File: src/rtl/haze_frame_controller.sv
// Frame sequencer for the two-pass dehaze pipeline: one pass estimates the
// atmospheric light, then the latched constants drive a second, recovery pass.
module haze_frame_controller #(
  parameter int IMG_W        = 512,
  parameter int IMG_H        = 512,
  parameter int ADDR_W       = 18,
  parameter int DRAIN_CYCLES = 2
) (
  input  logic              clk,
  input  logic              rst,
  input  logic              start,
  input  logic              stall,
  output logic              rd_en,
  output logic [ADDR_W-1:0] rd_addr,
  input  logic              win_valid,
  output logic              ale_clr,
  output logic              ale_valid,
  input  logic              ale_done,
  input  logic [7:0]        ale_a_r,
  input  logic [7:0]        ale_a_g,
  input  logic [7:0]        ale_a_b,
  input  logic [15:0]       ale_inv_r,
  input  logic [15:0]       ale_inv_g,
  input  logic [15:0]       ale_inv_b,
  output logic [7:0]        A_R,
  output logic [7:0]        A_G,
  output logic [7:0]        A_B,
  output logic [15:0]       Inv_A_R,
  output logic [15:0]       Inv_A_G,
  output logic [15:0]       Inv_A_B,
  output logic              params_valid,
  output logic              dehaze_valid,
  output logic              pass_id,
  output logic              busy,
  output logic              frame_done
);

  localparam int NPIX = IMG_W * IMG_H;
  localparam logic [ADDR_W-1:0] LAST_ADDR = ADDR_W'(NPIX - 1);
  localparam logic [ADDR_W:0]   NPIX_CNT  = (ADDR_W + 1)'(NPIX);
  localparam int SW = (DRAIN_CYCLES > 1) ? $clog2(DRAIN_CYCLES) : 1;
  localparam logic [SW-1:0] SETTLE_LAST = SW'((DRAIN_CYCLES > 0) ? (DRAIN_CYCLES - 1) : 0);

  localparam logic [3:0] S_IDLE     = 4'd0;
  localparam logic [3:0] S_CLR      = 4'd1;
  localparam logic [3:0] S_EST      = 4'd2;
  localparam logic [3:0] S_EST_WAIT = 4'd3;
  localparam logic [3:0] S_SETTLE   = 4'd4;
  localparam logic [3:0] S_LATCH    = 4'd5;
  localparam logic [3:0] S_RCV      = 4'd6;
  localparam logic [3:0] S_RCV_WAIT = 4'd7;
  localparam logic [3:0] S_DONE     = 4'd8;

  logic [3:0]        state_q, state_d;
  logic [ADDR_W-1:0] addr_q, addr_d;
  logic [ADDR_W:0]   win_cnt_q, win_cnt_d;
  logic [SW-1:0]     settle_q, settle_d;
  logic              done_seen_q, done_seen_d;
  logic              pv_q, pv_d;
  logic [71:0]       cst_q, cst_d;

  assign rd_en        = ((state_q == S_EST) || (state_q == S_RCV)) && !stall;
  assign rd_addr      = addr_q;
  assign ale_clr      = (state_q == S_CLR);
  assign ale_valid    = win_valid && ((state_q == S_EST) || (state_q == S_EST_WAIT));
  assign dehaze_valid = win_valid && ((state_q == S_RCV) || (state_q == S_RCV_WAIT));
  assign pass_id      = (state_q == S_LATCH) || (state_q == S_RCV) ||
                        (state_q == S_RCV_WAIT) || (state_q == S_DONE);
  assign busy         = (state_q != S_IDLE);
  assign frame_done   = (state_q == S_DONE);
  assign params_valid = pv_q;
  assign {A_R, A_G, A_B, Inv_A_R, Inv_A_G, Inv_A_B} = cst_q;

  // Next-state, address and counter logic
  always_comb begin
    state_d     = state_q;
    addr_d      = addr_q;
    win_cnt_d   = win_cnt_q;
    settle_d    = settle_q;
    done_seen_d = done_seen_q;
    pv_d        = pv_q;
    cst_d       = cst_q;

    if (rd_en) begin
      if (addr_q == LAST_ADDR) begin
        addr_d = {ADDR_W{1'b0}};
      end else begin
        addr_d = addr_q + ADDR_W'(1);
      end
    end else begin
      addr_d = addr_q;
    end

    // Saturating so a stray extra window cannot wrap past the frame size
    if (dehaze_valid && (win_cnt_q != NPIX_CNT)) begin
      win_cnt_d = win_cnt_q + (ADDR_W + 1)'(1);
    end else begin
      win_cnt_d = win_cnt_q;
    end

    case (state_q)
      S_IDLE: begin
        if (start) begin
          state_d = S_CLR;
          pv_d    = 1'b0;
        end else begin
          state_d = S_IDLE;
        end
      end
      S_CLR: begin
        addr_d      = {ADDR_W{1'b0}};
        win_cnt_d   = {(ADDR_W + 1){1'b0}};
        done_seen_d = 1'b0;
        state_d     = S_EST;
      end
      S_EST: begin
        // An early done must survive until the read pass finishes
        if (ale_done) begin
          done_seen_d = 1'b1;
        end else begin
          done_seen_d = done_seen_q;
        end
        if (rd_en && (addr_q == LAST_ADDR)) begin
          state_d = S_EST_WAIT;
        end else begin
          state_d = S_EST;
        end
      end
      S_EST_WAIT: begin
        if (ale_done || done_seen_q) begin
          settle_d = {SW{1'b0}};
          if (DRAIN_CYCLES == 0) begin
            state_d = S_LATCH;
          end else begin
            state_d = S_SETTLE;
          end
        end else begin
          state_d = S_EST_WAIT;
        end
      end
      S_SETTLE: begin
        if (settle_q == SETTLE_LAST) begin
          state_d = S_LATCH;
        end else begin
          settle_d = settle_q + SW'(1);
        end
      end
      S_LATCH: begin
        cst_d   = {ale_a_r, ale_a_g, ale_a_b, ale_inv_r, ale_inv_g, ale_inv_b};
        pv_d    = 1'b1;
        state_d = S_RCV;
      end
      S_RCV: begin
        if (rd_en && (addr_q == LAST_ADDR)) begin
          state_d = S_RCV_WAIT;
        end else begin
          state_d = S_RCV;
        end
      end
      S_RCV_WAIT: begin
        if (win_cnt_q == NPIX_CNT) begin
          state_d = S_DONE;
        end else begin
          state_d = S_RCV_WAIT;
        end
      end
      S_DONE: begin
        state_d = S_IDLE;
      end
      default: begin
        state_d = S_IDLE;
      end
    endcase
  end

  // State and datapath registers; rst is synchronous and wins over start
  always_ff @(posedge clk) begin
    if (rst) begin
      state_q     <= S_IDLE;
      addr_q      <= {ADDR_W{1'b0}};
      win_cnt_q   <= {(ADDR_W + 1){1'b0}};
      settle_q    <= {SW{1'b0}};
      done_seen_q <= 1'b0;
      pv_q        <= 1'b0;
      cst_q       <= 72'd0;
    end else begin
      state_q     <= state_d;
      addr_q      <= addr_d;
      win_cnt_q   <= win_cnt_d;
      settle_q    <= settle_d;
      done_seen_q <= done_seen_d;
      pv_q        <= pv_d;
      cst_q       <= cst_d;
    end
  end

endmodule

File: config.mk
export PLATFORM = sky130hd
export DESIGN_NAME = haze_frame_controller
export DESIGN_NICKNAME = d
export VERILOG_FILES = /design/src/rtl/haze_frame_controller.sv
export SDC_FILE = /design/constraint.sdc
export NUM_CORES = 1
export LEC_CHECK = 0
export ABC_AREA = 1
export CAP_MARGIN = 10
export CORE_UTILIZATION = 63
export DETAILED_ROUTE_END_ITERATION = 10
export DONT_BUFFER_PORTS = 1
export PLACE_DENSITY = 0.78
export SLEW_MARGIN = 20
export SYNTH_ARGS = -nofsm -noshare
export SYNTH_HDL_FRONTEND = slang
export SYNTH_SLANG_ARGS = --single-unit
File: constraint.sdc
create_clock -name clk -period 2 [get_ports clk]
set_input_delay 0.4 -clock clk [delete_from_list [all_inputs] [get_ports clk]]
set_output_delay 0.4 -clock clk [all_outputs]
set_load 0.03 [all_outputs]
==> flow_summary_export.csv <==
group,metric,value,unit
clock_network,cts_buffer_depth,2,
sta,rsz0062_at_grt,"yes",
synthesis,synth_area_leaders,"dfxtp_1 (47%), nor2_1 (16%), nand2_1 (8.3%)",
global_routing,first_global_vias,4493,
sta,timing.fmax,0.5138,GHz
routing,routedWlPerCell,14.55,microns
routing,first_pass_iters,7,
worst_setup_path,critPathKind,"reg2out",
clock_network,clkSinkCount,116,
synthesis,ys_types,29,
job,drv_cap,0,
die,fp.dieW,90.39,microns
global_routing,grt_pass1_wl,19850,microns
synthesis,async_flop_share,0,%
die,ios,176,
synthesis,yosysWarnings,0,
worst_setup_path,required,1600,ps
placed_design,post-place-ws,320.5,ps
worst_setup_path,end_kind,"output pin",
die,rows,31,
cells_and_area,n_antenna_cell,0,
clock_network,clock_latency,520,ps
synthesis,netlist_top_cells_count,"nor2_1 (210), dfxtp_1 (116), nand2_1 (109)",
sta,slew_headroom,63.48,%
cells_and_area,nets,805,
clock_network,numCtsBuffers,17,
synthesis,netlist_instances,695,
synthesis,ys_seq_area_share,47.18,%
placed_design,finalWeightedCongestion,0.8703,
placed_design,port_buffers,0,
run_status,status,"finished clean",
synthesis,syn_nets,776,
routing,final_antenna_net_count,0,
sta,fin_setup_tns,0,ps
global_routing,antenna_found_initial,0,
placed_design,place_hpwl,8420,microns
routing,vias,4580,
cells_and_area,register_area,0.002326,sq mm
sta,final-setup-viol-count,0,
worst_setup_path,crit_path_top_delay_cell,"dfxtp_4",
sta,min_period_over_period,97.31,%
clock_network,cts.clk_slew.worst_paths,60,ps
power,ir_drop,852.2,uV
power,p_leak,2.187,nW
worst_setup_path,timing.critical_path.buf_inv,3,
cells_and_area,drive_above_1_share,12.36,%
cells_and_area,fin_util,79.28,%
clock_network,root_buffer,"clkbuf_8",
routing,route.detailed.drc,0,
worst_setup_path,startpoint_type,"flop",
global_routing,globalRouteOverflowTotal,0,
die,die_y,90.39,microns
sta,clock_skew,6.790,ps
synthesis,synth_edf_count,0,
sta,layout_setup_ws,53.71,ps
synthesis,synth.most_common_cell,"nor2_1",
worst_setup_path,worstPathCellList,"inv_2 -> nand2_2 -> inv_2 -> nand2_2 -> o22ai_2 -> buf_6",
synthesis,synth-seq-cells,116,
sta,whs,49.30,ps
cells_and_area,multiInputGateArea,0.002325,sq mm
worst_setup_path,max_stage_delay,360,ps
power,power_density,956.1,mW/mm^2
synthesis,ys.flop_type,"dfxtp_1",
synthesis,avgSynthCellArea,7.082,sq um
die,start_util,66.44,%
worst_setup_path,crit_arrival,1550,ps
worst_setup_path,crit_fanout,6,
global_routing,grt_usage,30.19,%
clock_network,tritoncts,"done",
die,fp.coreArea,0.007408,sq mm
sta,worstMarginPinSlew,547.8,ps
routing,finalWirelength,12150,microns
synthesis,yosys.area.top_type,"dfxtp_1",
synthesis,synth.top_cell.area_share,47.18,%
sta,hold_viol_final,0,
clock_network,htreeDepth,4,
cells_and_area,fillers,567,
sta,fin_crit,1946,ps
worst_setup_path,cp_top_family,"flip-flops",
routing,drt_iter0_drc,180,
global_routing,grt_max_degree,74,
cells_and_area,syn_to_final_growth,19.32,%
die,design.die.area,0.008170,sq mm
routing,viasPerCell,5.485,
min_path,min_path_type,"in2reg",
sta,drv_slew,0,
synthesis,syn_area,0.004922,sq mm
## state kept, by name, indices dropped and copies added, names as in the netlist
name / flops
cst_q: 72
done_seen_q: 1
settle_q: 1
win_cnt_q: 19
state_q: 4
params_valid: 1
rd_addr: 18
## report_power, final
part / switching, mW / internal [mW]
sequential: 0.0370 / 2.33
combinational: 0.174 / 0.0789
clock: 1.09 / 1.90
total: 1.30 / 4.31
## placed cells by master, fill, tap and decap left out, types with 2 or more instances in the layout
| master | n |
|---|---|
| nor2_2 | 2 |
| inv_6 | 3 |
| o21ai_0 | 81 |
| clkinvlp_4 | 3 |
| buf_4 | 32 |
| a21oi_2 | 4 |
| nor3b_1 | 2 |
| o21bai_1 | 2 |
| buf_12 | 3 |
| dfxtp_1 | 115 |
| nand4_1 | 5 |
| inv_2 | 6 |
| a21oi_1 | 24 |
| clkinv_4 | 4 |
| ha_1 | 3 |
| bufinv_16 | 3 |
| nor2_1 | 208 |
| nand2_2 | 3 |
| xor2_1 | 13 |
| xnor2_1 | 5 |
| inv_1 | 43 |
| nand3_1 | 26 |
| nand2_1 | 106 |
| clkbuf_16 | 16 |
| nor2_4 | 2 |
| nor3_1 | 7 |
## layout make-up
cell class                 instances  area share, %
clock inverter                    14          3.046
inverter                          49          3.132
multi-input combinational        503          39.58
sequential                       116          39.60
timing repair buffer              37          5.475
clock buffer                      17          7.052
tap                               99          2.109
## final timing paths
path | from | end | slack [ps] | depth (start not counted)
setup reg to reg | state_q[3]$_SDFFE_PP0P_ | win_cnt_q[13]$_SDFFE_PP0P_ | 240 | 8
hold reg to reg | settle_q$_SDFFE_PP0P_ | settle_q$_SDFFE_PP0P_ | 460 | 2
hold / removal | ale_a_r[7] | cst_q[71]$_SDFFE_PP0P_ | 50 | 2
setup / recovery | state_q[1]$_SDFFE_PP0P_ | pass_id | 50 | 6
## kinds of logic after synthesis
family / after synthesis / share of synthesized area (%)
and+or+nand+nor: 366 / 29.87
AOI/OAI and AO/OA: 116 / 12.71
DFF: 116 / 47.18
buffers and inverters: 76 / 6.279
xor gates and xnor gates: 18 / 3.203
adders and majority gates: 3 / 0.7627
## repair_timing
action | in CTS | in global routing
setup endpoints to repair | 3 | 4
gates cloned | 0 | 0
resized for setup | 5 | 9
buffers inserted | 0 | 2
hold buffers | 1 | 0
pin swaps | 0 | 2
endpoints found under the hold margin | 4 | 0
## stage by stage
stage	std cells	power [mW]	instance area, sq um
2_1_floorplan	695	2.580	4922
3_3_place_gp	801	2.646	5216
3_5_place_dp	801	2.653	5216
4_1_cts	833	5.639	5834
5_1_grt	835	5.783	5873
6_report	835	5.615	5873
## layer usage
metal  track usage [%]  wire length, microns
met2             54.77                  6323
met1             30.72                  4574
met3             10.61                   961
met4             14.52                   291
met5                 0                     0
Power figures use the tool's default switching activity.
